## src/rtl/booth_mult_seq.sv

```systemverilog
// Sequential radix-2 Booth multiplier with a generic operand width and a per-operation signed/unsigned mode.
// One Booth step per cycle on (WIDTH+1)-bit extended operands, so a result appears WIDTH+1 cycles after start.
module booth_mult_seq #(
    parameter int WIDTH = 8
) (
    input  logic               clk,
    input  logic               rst_n,
    input  logic               start,
    input  logic [WIDTH-1:0]   a,
    input  logic [WIDTH-1:0]   b,
    input  logic               signed_mode,
    output logic               busy,
    output logic               done,
    output logic [2*WIDTH-1:0] res
);

    localparam int EW = WIDTH + 1;
    localparam int CW = $clog2(WIDTH + 2);

    typedef enum logic [1:0] {
        S_IDLE = 2'd0,
        S_CALC = 2'd1,
        S_DONE = 2'd2
    } state_t;

    state_t               r_state;
    state_t               w_state_nx;
    logic [EW-1:0]        r_acc;
    logic [EW-1:0]        r_q;
    logic [EW-1:0]        r_m;
    logic                 r_qm1;
    logic [CW-1:0]        r_cnt;
    logic                 r_busy;
    logic                 r_done;
    logic [2*WIDTH-1:0]   r_res;
    logic [EW-1:0]        w_sum;
    logic [EW-1:0]        w_acc_nx;
    logic [EW-1:0]        w_q_nx;
    logic [2*WIDTH-1:0]   w_res_nx;
    logic                 w_last;

    // The extra top bit lets unsigned operands run through the signed Booth recoding as non-negative values.
    function automatic logic [EW-1:0] ext_op(input logic [WIDTH-1:0] v, input logic sm);
        return {sm & v[WIDTH-1], v};
    endfunction

    // Booth add/subtract, arithmetic shift and the low half of the post-shift product.
    always_comb begin
        w_sum = r_acc;
        case ({r_q[0], r_qm1})
            2'b01:   w_sum = r_acc + r_m;
            2'b10:   w_sum = r_acc - r_m;
            default: w_sum = r_acc;
        endcase
        w_acc_nx = {w_sum[EW-1], w_sum[EW-1:1]};
        w_q_nx   = {w_sum[0], r_q[EW-1:1]};
        // Low 2*WIDTH bits of the shifted {A,Q}: A contributes its low WIDTH-1 bits.
        w_res_nx = {w_sum[WIDTH-1:0], r_q[WIDTH:1]};
        w_last   = (r_cnt == CW'(WIDTH));
    end

    // Next-state decode.
    always_comb begin
        w_state_nx = r_state;
        case (r_state)
            S_IDLE: begin
                if (start) begin
                    w_state_nx = S_CALC;
                end else begin
                    w_state_nx = S_IDLE;
                end
            end
            S_CALC: begin
                if (w_last) begin
                    w_state_nx = S_DONE;
                end else begin
                    w_state_nx = S_CALC;
                end
            end
            S_DONE:  w_state_nx = S_IDLE;
            default: w_state_nx = S_IDLE;
        endcase
    end

    // State register.
    always_ff @(posedge clk or negedge rst_n) begin
        if (!rst_n) begin
            r_state <= S_IDLE;
        end else begin
            r_state <= w_state_nx;
        end
    end

    // Datapath registers and registered status outputs.
    always_ff @(posedge clk or negedge rst_n) begin
        if (!rst_n) begin
            r_acc  <= {EW{1'b0}};
            r_q    <= {EW{1'b0}};
            r_m    <= {EW{1'b0}};
            r_qm1  <= 1'b0;
            r_cnt  <= {CW{1'b0}};
            r_busy <= 1'b0;
            r_done <= 1'b0;
            r_res  <= {(2*WIDTH){1'b0}};
        end else begin
            r_busy <= (w_state_nx != S_IDLE);
            r_done <= (w_state_nx == S_DONE);
            case (r_state)
                S_IDLE: begin
                    if (start) begin
                        r_acc <= {EW{1'b0}};
                        r_q   <= ext_op(b, signed_mode);
                        r_m   <= ext_op(a, signed_mode);
                        r_qm1 <= 1'b0;
                        r_cnt <= {CW{1'b0}};
                    end
                end
                S_CALC: begin
                    r_acc <= w_acc_nx;
                    r_q   <= w_q_nx;
                    r_qm1 <= r_q[0];
                    r_cnt <= r_cnt + {{(CW-1){1'b0}}, 1'b1};
                    if (w_last) begin
                        r_res <= w_res_nx;
                    end
                end
                default: begin
                    r_cnt <= r_cnt;
                end
            endcase
        end
    end

    assign busy = r_busy;
    assign done = r_done;
    assign res  = r_res;

endmodule

```

## config.mk

```make
export PLATFORM = sky130hd
export DESIGN_NAME = booth_mult_seq
export DESIGN_NICKNAME = d
export VERILOG_FILES = /design/src/rtl/booth_mult_seq.sv
export SDC_FILE = /design/constraint.sdc
export NUM_CORES = 1
export LEC_CHECK = 0
export CAP_MARGIN = 20
export CORE_UTILIZATION = 58
export CTS_BUF_LIST = sky130_fd_sc_hd__clkbuf_16
export DETAILED_ROUTE_END_ITERATION = 8
export HOLD_SLACK_MARGIN = 0.05
export PLACE_DENSITY = 0.93
export SYNTH_ARGS = -nofsm -noshare
export SYNTH_HDL_FRONTEND = slang
export SYNTH_SLANG_ARGS = --single-unit
```

## constraint.sdc

```tcl
create_clock -name clk -period 4.5 [get_ports clk]
set_clock_uncertainty 0.05 [all_clocks]
set_input_delay 0.675 -clock clk [delete_from_list [all_inputs] [get_ports clk]]
set_output_delay 0.675 -clock clk [all_outputs]
set_load 0.01 [all_outputs]
```

Yosys cells after proc, flatten, opt, wreduce, memory -nomap -nowiden --
Cells that the tools add are included.
Word-level totals: flip-flop bits (word level) 52, bits of input ports 20, output and inout port bits 18
Cells by class: muxes and demuxes 12, bitwise gates (word level) 2, reductions and logical operators 6, add/subtract/negate cells 3, eq/ne operators 6
Operators with widths (count):
- 9-bit one-hot mux with 2 select lines | 3
- 9-bit 2-to-1 mux | 2
- 9-bit adder | 1
- 9-bit subtractor | 1
- 4-bit one-hot mux with 2 select lines | 1
- 2-bit AND reduction | 3
- 4-bit by 1-bit adder with 4-bit output (second input constant) | 1
- 2-bit by 1-bit equality test with 1-bit output (second input constant) | 2
- 2-bit equality test (second input constant) | 2
- 4-bit equality test (second input constant) | 1
- 4-bit 2-to-1 mux | 1
- 2-bit one-hot mux with 2 select lines | 1
- 2-bit nonzero test | 2
- 1-bit AND | 2
- 2-bit zero test | 1
- 1-bit 2-to-1 mux | 2
- 2-bit 2-to-1 mux | 1
- 2-bit != test (second input constant) | 1
- 1-bit one-hot mux with 2 select lines | 1

Logic depth before layout (Yosys ltp) --
Gate-level depths: netlist of the first run.
word-level depth 4, gate-level depth with buffers 12, gate-level depth less buffers 11

Worst setup path after synthesis of the first run --
OpenSTA, ideal clock, no wires.
path kind register to register, start point register r_qm1, end point register r_acc[7], arrival 2.497 ns, clock period less this slack 2.683 ns, path buffers 1, data required time 4.314 ns, stages on the path, launching flop included 12, setup time 0.136 ns, path slack 1.817 ns, cell sequence dfrtp_1 inv_1 ha_1 clkbuf_1 mux2_2 fa_1 nand2b_1 a21oi_1 a21oi_2 xnor2_1 o311ai_1 o41ai_1
Between the ends: cells in the longest elaborated chain, start to end 3, elaborated cells on any way between the ends 4, those cells by class eq/ne: 2; mux: 2
Ends and longest elaborated chain:
- start: declaration | RTL line 31 | logic r_qm1;
- start signal: assignment | RTL line 121 | r_qm1 <= r_q[0];
- 2-bit equality test or 2-bit by 1-bit equality test with 1-bit output (tied branches) | RTL line 50 | case ({r_q[0], r_qm1})
- 9-bit one-hot mux with 2 select lines (*) | RTL line 50
- 9-bit one-hot mux with 2 select lines (*) | RTL line 108 | case (r_state)
- end signal: assignment | RTL line 97 | r_acc <= {EW{1'b0}};
- end signal: assignment | RTL line 111 | r_acc <= {EW{1'b0}};
- end signal: assignment | RTL line 119 | r_acc <= w_acc_nx;
- end: declaration | RTL line 28 | logic [EW-1:0] r_acc;
Mark *: on every way between the ends. The rest lies on a longest branch, timed or not. A chain may end at the register's enable or synchronous reset.

Worst setup path in the final report of the first run --
start point register r_m[0], end point register r_acc[7]
Between the ends: cells in the longest elaborated chain, start to end 3, elaborated cells on any way between the ends 4, those cells by class add/sub: 2; mux: 2
Ends and longest elaborated chain:
- start: declaration | RTL line 30 | logic [EW-1:0] r_m;
- start signal: assignment | RTL line 99 | r_m <= {EW{1'b0}};
- start signal: assignment | RTL line 113 | r_m <= ext_op(a, signed_mode);
- 9-bit subtractor or 9-bit adder (tied branches) | RTL line 52, 51
- 9-bit one-hot mux with 2 select lines (*) | RTL line 50
- 9-bit one-hot mux with 2 select lines (*) | RTL line 108
Marked as above.

==> metrics.md, run 1 <==
| Metric | Value |
|---|---|
| Leakage Power | 1.450 nW |
| FF-to-FF setup slack | 1.63 ns |
| Hpwl dp | 4053 um |
| Initial antenna violation count | 0 |
| Core Box Area | 4384 um^2 |
| Num CTS Buffers | 5 |
| Count of state elements after synthesis | 51 |
| Adder-cell share of the synthesized area | 6.355% |
| Worst-path clk slew | 0.07 ns |
| Comb power frac | 56.5% |
| Slowest-stage cell, CP | dfrtp_1 |
| Largest net degree at the start of global routing | 52 |
| Top post-synthesis cells by area | dfrtp_1 (48%), ha_1 (5.6%), nand2_1 (5.2%), mux2_1 (5.0%), a21oi_1 (3.4%) |
| Largest family of logic cells by synthesized area | compound AO/OA/AOI/OAI gates |
| Layout cells sized above 1 | 6.689% |
| Mux cell area share after synthesis | 6.589% |
| Post-layout power | 2.994 mW |
| First-pass GRT wire length | 9777 um |
| Final GP Congestion | 0.9049 |
| Cell taking the most area after synthesis | dfrtp_1 |
| DRT met1 WL | 2514 um |
| Ys flop type | dfrtp_1 |
| Vias per inst | 6.080 |
| RSZ-0062 raised after global routing | no |
| IO buf count | 37 |
| Complex-gate fraction of the synthesized area | 16.45% |
| R2r worst-path depth | 10 |
| Final worst path period share | 63.86% |
| Final core utilization | 73.34% |
| Max-cap check violation count | 0 |
| Synthesis Warnings | 0 |
| FF-to-FF Start | r_m[0]$_DFFE_PN0P_ |
| Setup WS pre-CTS | 1.691 ns |
| CTS H-tree depth | 2 |
| Cell Int Power | 1.714 mW |
| Synthesized area | 2678 um^2 |
| Xor/xnor share of the synthesized area | 4.252% |
| Final Instance Count excl. Fillers | 351 |
| CTS tree | done |
| Commonest cells after routing, fill and taps aside | dfrtp_1 (51), nand2_1 (37), clkdlybuf4s50_1 (36), a21oi_1 (18), o21ai_0 (16) |
| Yosys cell types | 44 |
| Root buffer cell | clkbuf_16 |
| HP Class | in -> async |
| Setup-failing EPs final | 0 |
| Congestion Overflow GR | 0 |
| Initial Utilization | 61.07% |
| Psw | 1.280 mW |
| Hold buffers post-CTS | 0 |
| Nets | 331 |
| Crit path kind | reg -> reg |
| Top Family by Delay on Critical Path | compound AO/OA/AOI/OAI gates |
| Crit path time final | 2.874 ns |
| DRT Pass-1 Iters | 4 |
| Clock sink count | 51 |
| Uppermost layer routed | met4 |
| # IOs | 38 |
| Routed WL | 5887 um |
| Worst vdd ir | 0.4681 mV |
| Relative slew slack | 38.12% |
| Tot GR Track Use | 25.73% |
| Worst Path Arrival | 2.97 ns |
| Simple-gate share of the synthesized area | 14.49% |
| Fmax | 0.3480 GHz |
| Flop pwr share | 29.1% |
| Met2 WL | 2961 um |
| FILL cells | 295 |
| Vert. Die Dim | 69.95 um |
| Tightest Pin Transition | 0.9251 ns |
| Area share of the largest cell type after synthesis | 47.66% |
| Crit path launch type | flop |
| Critical Path Stages | 10 |
| Worst reg2reg endpoint | r_acc[7]$_DFFE_PN0P_ |
| Rows | 24 |
| Die area | 4892 um^2 |
| Antenna diode count | 0 |
| Area after DPL | 3040 um^2 |
| EDFF count, synth | 0 |
| CTS resizes | 0 |
| Mapped Cells | 265 |
| Slew Limit Fails | 0 |
| Vias in the first global route | 2101 |
| Synth async-reset ratio | 100.0% |
| CP bufs+invs | 1 |
| Vias | 2134 |
| Synthesized area per cell | 10.10 um^2 |
| Final antenna-violating net count | 0 |
| Routed WL per cell | 16.77 um |
| Placed Cells | 342 |
| Seq/Total Area, Yosys | 47.66% |
| WHS | 0.4338 ns |
| CTS max path bufs | 2 |
| Clock Power Share | 14.4% |
| Critical Path End Type | flop |
| Area Growth Syn to Fin | 20.09% |
| Slowest stage delay, CP | 0.45 ns |
| Commonest non-fill, non-tap cell in the layout | dfrtp_1 |
| Power Dens Cells | 931.1 nW/um^2 |
| Setup_tns | 0 ns |
| Fin area | 3216 um^2 |
| Number of setup buffers added after CTS | 0 |
| Met3 WL | 261 um |
| Sequence of cells on the critical path | inv_1, ha_1, mux2_2, fa_1, nand2b_1, a21oi_1, a21oi_2, xnor2_1, o311ai_1, o41ai_1 |
| Worst setup margin | 1.626 ns |
| Clk_lat worst skew | 0.30 ns |
| DR iter-0 viols | 145 |
| Required time of the critical path | 4.60 ns |
| CP max FO | 4 |
| Die Width | 69.95 um |
| Hold Vio Cnt, Final | 0 |
| Net Count, Synth | 298 |
| Remaining DRCs | 0 |
| Status | completed |
| Sw Share | 42.75% |
==> sequential cells by signal (all words and copies together), names as in the netlist <==
name	flops
r_state	2
r_qm1	1
r_m	9
done	1
res	16
r_cnt	4
r_acc	8
busy	1
r_q	9
==> worst max path at each step <==
| stage | startpoint | to | slack (ns) |
|---|---|---|---|
| final | r_m[0]$_DFFE_PN0P_ | r_acc[7]$_DFFE_PN0P_ | 1.63 |
| after global routing | r_qm1$_DFFE_PN0P_ | res[12]$_DFFE_PN0P_ | 1.44 |
| after CTS | r_q[0]$_DFFE_PN0P_ | r_acc[7]$_DFFE_PN0P_ | 1.63 |
| after detailed placement | start | r_q[8]$_DFFE_PN0P_ | 1.69 |
| after global placement | r_qm1$_DFFE_PN0P_ | r_acc[7]$_DFFE_PN0P_ | 1.79 |
| after floorplan | r_qm1$_DFFE_PN0P_ | r_acc[7]$_DFFE_PN0P_ | 1.82 |
==> cell type report <==
| type | count | area, um^2 | share of cell area, % |
|---|---|---|---|
| repair buffers | 39 | 380.4 | 11.83 |
| inverters | 10 | 37.54 | 1.167 |
| clock buffers | 5 | 125.1 | 3.891 |
| flip-flops and latches | 51 | 1276 | 39.69 |
| well taps | 52 | 65.06 | 2.023 |
| clock inverters | 3 | 42.54 | 1.323 |
| multi-input cells | 191 | 1289 | 40.08 |
==> cells in the mapped netlist, types with 3 or more instances <==
master and count:
o21ai_1 11, inv_1 10, nand2_1 37, nor2_1 12, a21o_1 4, a21oi_1 18, buf_2 7, clkbuf_1 4
xnor2_1 10, a22oi_1 8, mux2i_1 3, o21ai_0 16, nand3_1 3, mux2_1 12, nor2b_1 10, a31oi_1 3
nand2b_1 4, ha_1 12, xor2_1 3, dfrtp_1 51
==> metal layers <==
metal  up-vias  global-route usage [%]
met5         -                       0
met4         0                   10.44
met3        16                   5.916
met2        65                   43.59
met1      1067                   31.72
li1        986                       -
==> cell families after synthesis <==
| logic type | count (synthesis) |
|---|---|
| AO/OA/AOI/OAI | 71 |
| AND/OR/NAND/NOR | 78 |
| multiplexers | 16 |
| flip-flops | 51 |
| XOR/XNOR | 13 |
| adder cells (fa/ha/maj) | 13 |
| buffers and inverters | 23 |
==> power by group through the flow <==
stage | clock, mW | combinational (mW) | sequential, mW
2_1_floorplan | 0 | 1.24 | 0.844
3_3_place_gp | 0 | 1.58 | 0.856
3_5_place_dp | 0 | 1.65 | 0.869
4_1_cts | 0.434 | 1.68 | 0.868
5_1_grt | 0.453 | 1.85 | 0.897
6_report | 0.431 | 1.69 | 0.872
Power figures use the tool's default switching activity.
==> run 2, diff against run 1 <==
--- a/config.mk
+++ b/config.mk
@@ -6,11 +6,11 @@
 export NUM_CORES = 1
 export LEC_CHECK = 0
 export CAP_MARGIN = 20
-export CORE_UTILIZATION = 58
+export CORE_UTILIZATION = 54
 export CTS_BUF_LIST = sky130_fd_sc_hd__clkbuf_16
 export DETAILED_ROUTE_END_ITERATION = 8
 export HOLD_SLACK_MARGIN = 0.05
-export PLACE_DENSITY = 0.93
+export PLACE_DENSITY = 0.88
 export SYNTH_ARGS = -nofsm -noshare
 export SYNTH_HDL_FRONTEND = slang
 export SYNTH_SLANG_ARGS = --single-unit
==> constraint.sdc (replaced) <==
create_clock -name clk -period 2.9 [get_ports clk]
set_clock_uncertainty 0.05 [all_clocks]
set_input_delay 0.435 -clock clk [delete_from_list [all_inputs] [get_ports clk]]
set_output_delay 0.435 -clock clk [all_outputs]
set_load 0.01 [all_outputs]
==> metrics.md, run 2 (synthesized netlist as in run 1, its figures left out) <==
| Metric | Value |
|---|---|
| Slowest stage delay, CP | 0.39 ns (-0.06 ns) |
| Setup_tns | 0 ns (unchanged) |
| Crit path launch type | flop |
| First-pass GRT wire length | 9439 um (-3.5%) |
| Commonest non-fill, non-tap cell in the layout | dfrtp_1 |
| Area after DPL | 3097 um^2 (+1.9%) |
| RSZ-0062 raised after global routing | no |
| Leakage Power | 1.464 nW (+0.96%) |
| FILL cells | 366 (+24%) |
| Layout cells sized above 1 | 8.224% (+1.5 points) |
| Root buffer cell | clkbuf_16 |
| Initial Utilization | 56.32% (-4.8 points) |
| Relative slew slack | 55.16% (+17 points) |
| Required time of the critical path | 3.02 ns (-1.58 ns) |
| Fin area | 3254 um^2 (+1.2%) |
| Crit path time final | 2.761 ns (-0.1131 ns) |
| CTS max path bufs | 2 (unchanged) |
| Slew Limit Fails | 0 (unchanged) |
| Die Width | 72.42 um (+3.5%) |
| Post-layout power | 4.543 mW (+52%) |
| CTS H-tree depth | 2 (unchanged) |
| DR iter-0 viols | 79 (-46%) |
| Sequence of cells on the critical path | inv_1, ha_2, mux2_2, inv_1, ha_1, nor2b_2, o21ai_2, o21ai_1, or3_1, a32oi_2, a21oi_1 |
| Fmax | 0.3622 GHz (+4.1%) |
| Vias | 2130 (-0.19%) |
| Status | completed |
| Area Growth Syn to Fin | 21.54% |
| Rows | 25 (+4.2%) |
| Congestion Overflow GR | 0 (unchanged) |
| Final worst path period share | 95.20% (+31 points) |
| Worst vdd ir | 0.7357 mV (+57%) |
| Crit path kind | reg -> reg |
| CTS tree | done |
| Area occupied by multi-input gates | 1295 um^2 (+0.48%) |
| Worst Path Arrival | 2.88 ns (-0.09 ns) |
| # IOs | 38 (unchanged) |
| Max-cap check violation count | 0 (unchanged) |
| Slowest-stage cell, CP | or3_1 |
| Antenna diode count | 0 (unchanged) |
| Tightest Pin Transition | 0.6705 ns (-0.2547 ns) |
| Setup-failing EPs final | 0 (unchanged) |
| Critical Path End Type | flop |
| Vert. Die Dim | 72.42 um (+3.5%) |
| DRT Pass-1 Iters | 4 (unchanged) |
| Clock sink count | 51 (unchanged) |
| Vias per inst | 5.741 (-5.6%) |
| Core Box Area | 4755 um^2 (+8.4%) |
| Hpwl dp | 3880 um (-4.3%) |
| Routed WL per cell | 14.83 um (-12%) |
| Vias in the first global route | 2038 (-3.0%) |
| Largest net degree at the start of global routing | 36 (-31%) |
| HP Class | reg -> reg |
| Final GP Congestion | 0.8797 (-2.8%) |
| IO buf count | 37 (unchanged) |
| Most Frequent Cell on Critical Path | inv_1 |
| CP max FO | 8 (+4) |
| Num CTS Buffers | 5 (unchanged) |
| Clk_lat worst skew | 0.29 ns (about the same) |
| Routed WL | 5502 um (-6.5%) |
| Max reg flops | 16 (unchanged) |
| Nets | 336 (+1.5%) |
| Tot GR Track Use | 23.43% (-2.3 points) |
| Initial antenna violation count | 0 (unchanged) |
| Commonest cells after routing, fill and taps aside | dfrtp_1 (51), nand2_1 (37), clkdlybuf4s50_1 (36), a21oi_1 (17), o21ai_0 (16) |
| Hold Vio Cnt, Final | 0 (unchanged) |
| Remaining DRCs | 0 (unchanged) |
| Power Dens Cells | 1396 nW/um^2 (+50%) |
| Worst-path clk slew | 0.07 ns (about the same) |
| Register Area | 1276 um^2 (unchanged) |
| Number of setup buffers added after CTS | 0 (unchanged) |
| Final antenna-violating net count | 0 (unchanged) |
| Die area | 5244 um^2 (+7.2%) |
[run 2: cell count changes in the layout (fill, tap and decap cells not counted)]
cell,previous run,this run
buf_4,2,6
a21oi_1,18,17
inv_1,10,11
inv_6,1,0
ha_1,12,11
a21oi_2,2,3
clkinv_4,0,1
ha_2,0,1
bufinv_16,1,0
dlygate4sd3_1,0,1
[run 2: final timing paths]
path | from | slack [ns] | cells after the start | endpoint
min in group asynchronous | rst_n | 0.55 | 2 | res[13]$_DFFE_PN0P_
worst min register to register | res[2]$_DFFE_PN0P_ | 0.44 | 1 | res[2]$_DFFE_PN0P_
worst max-delay path | r_qm1$_DFFE_PN0P_ | 0.14 | 11 | res[15]$_DFFE_PN0P_
worst min-delay path | res[2]$_DFFE_PN0P_ | 0.44 | 1 | res[2]$_DFFE_PN0P_
worst max register to register | r_qm1$_DFFE_PN0P_ | 0.14 | 11 | res[15]$_DFFE_PN0P_
max in group asynchronous | rst_n | 1.48 | 3 | r_m[0]$_DFFE_PN0P_
[run 2: critical path: cells and delay by family (launching register included)]
kind | cells | cell delay (ns)
muxes | 1 | 0.38
and+or+nand+nor | 2 | 0.56
AOI/OAI and AO/OA | 4 | 0.63
adders and majority gates | 2 | 0.51
buffers and inverters | 2 | 0.15
DFF | 1 | 0.37
[run 2: final cells by class]
class | instances | share of cell area (%)
Clock buffer | 5 | 3.845
Clock inverter | 3 | 0.4998
Inverter | 10 | 1.153
Multi-Input combinational cell | 191 | 39.79
Sequential cell | 51 | 39.22
Tap cell | 67 | 2.576
Timing Repair Buffer | 44 | 12.92
[run 2: routing by layer]
| layer | part of all wire, % | GRT usage, % | vias to the layer above |
|---|---|---|---|
| met5 | 0 | 0 | - |
| met3 | 5.4 | 5.278 | 12 |
| met2 | 47 | 37.18 | 69 |
| met4 | 2.2 | 10.02 | 0 |
| li1 | - | - | 1003 |
| met1 | 45 | 31.09 | 1046 |
[run 2: power by group]
group,total [mW],internal [mW],switching [mW]
clock network,0.564,0.315,0.249
registers,1.34,1.05,0.292
logic,2.64,1.24,1.40
total,4.54,2.60,1.95
[run 2: repair_timing]
action                     in CTS  in global routing
hold buffers                    1                  0
hold endpoints to repair       16                  0
gates resized for setup         0                  2
setup endpoints to repair       0                  5
[run 2: through the flow]
step	hold WS, ns	cells	setup WS (ns)	util (%)
4_1_cts	0.4428	371	0.04642	68.32
5_1_grt	0.4693	371	0.03701	68.45
6_report	0.4365	371	0.1393	68.45
3_5_place_dp	0.3205	362	0.1473	65.13
3_3_place_gp	0.3225	362	0.1971	65.13
2_1_floorplan	0.08941	265	0.2173	-
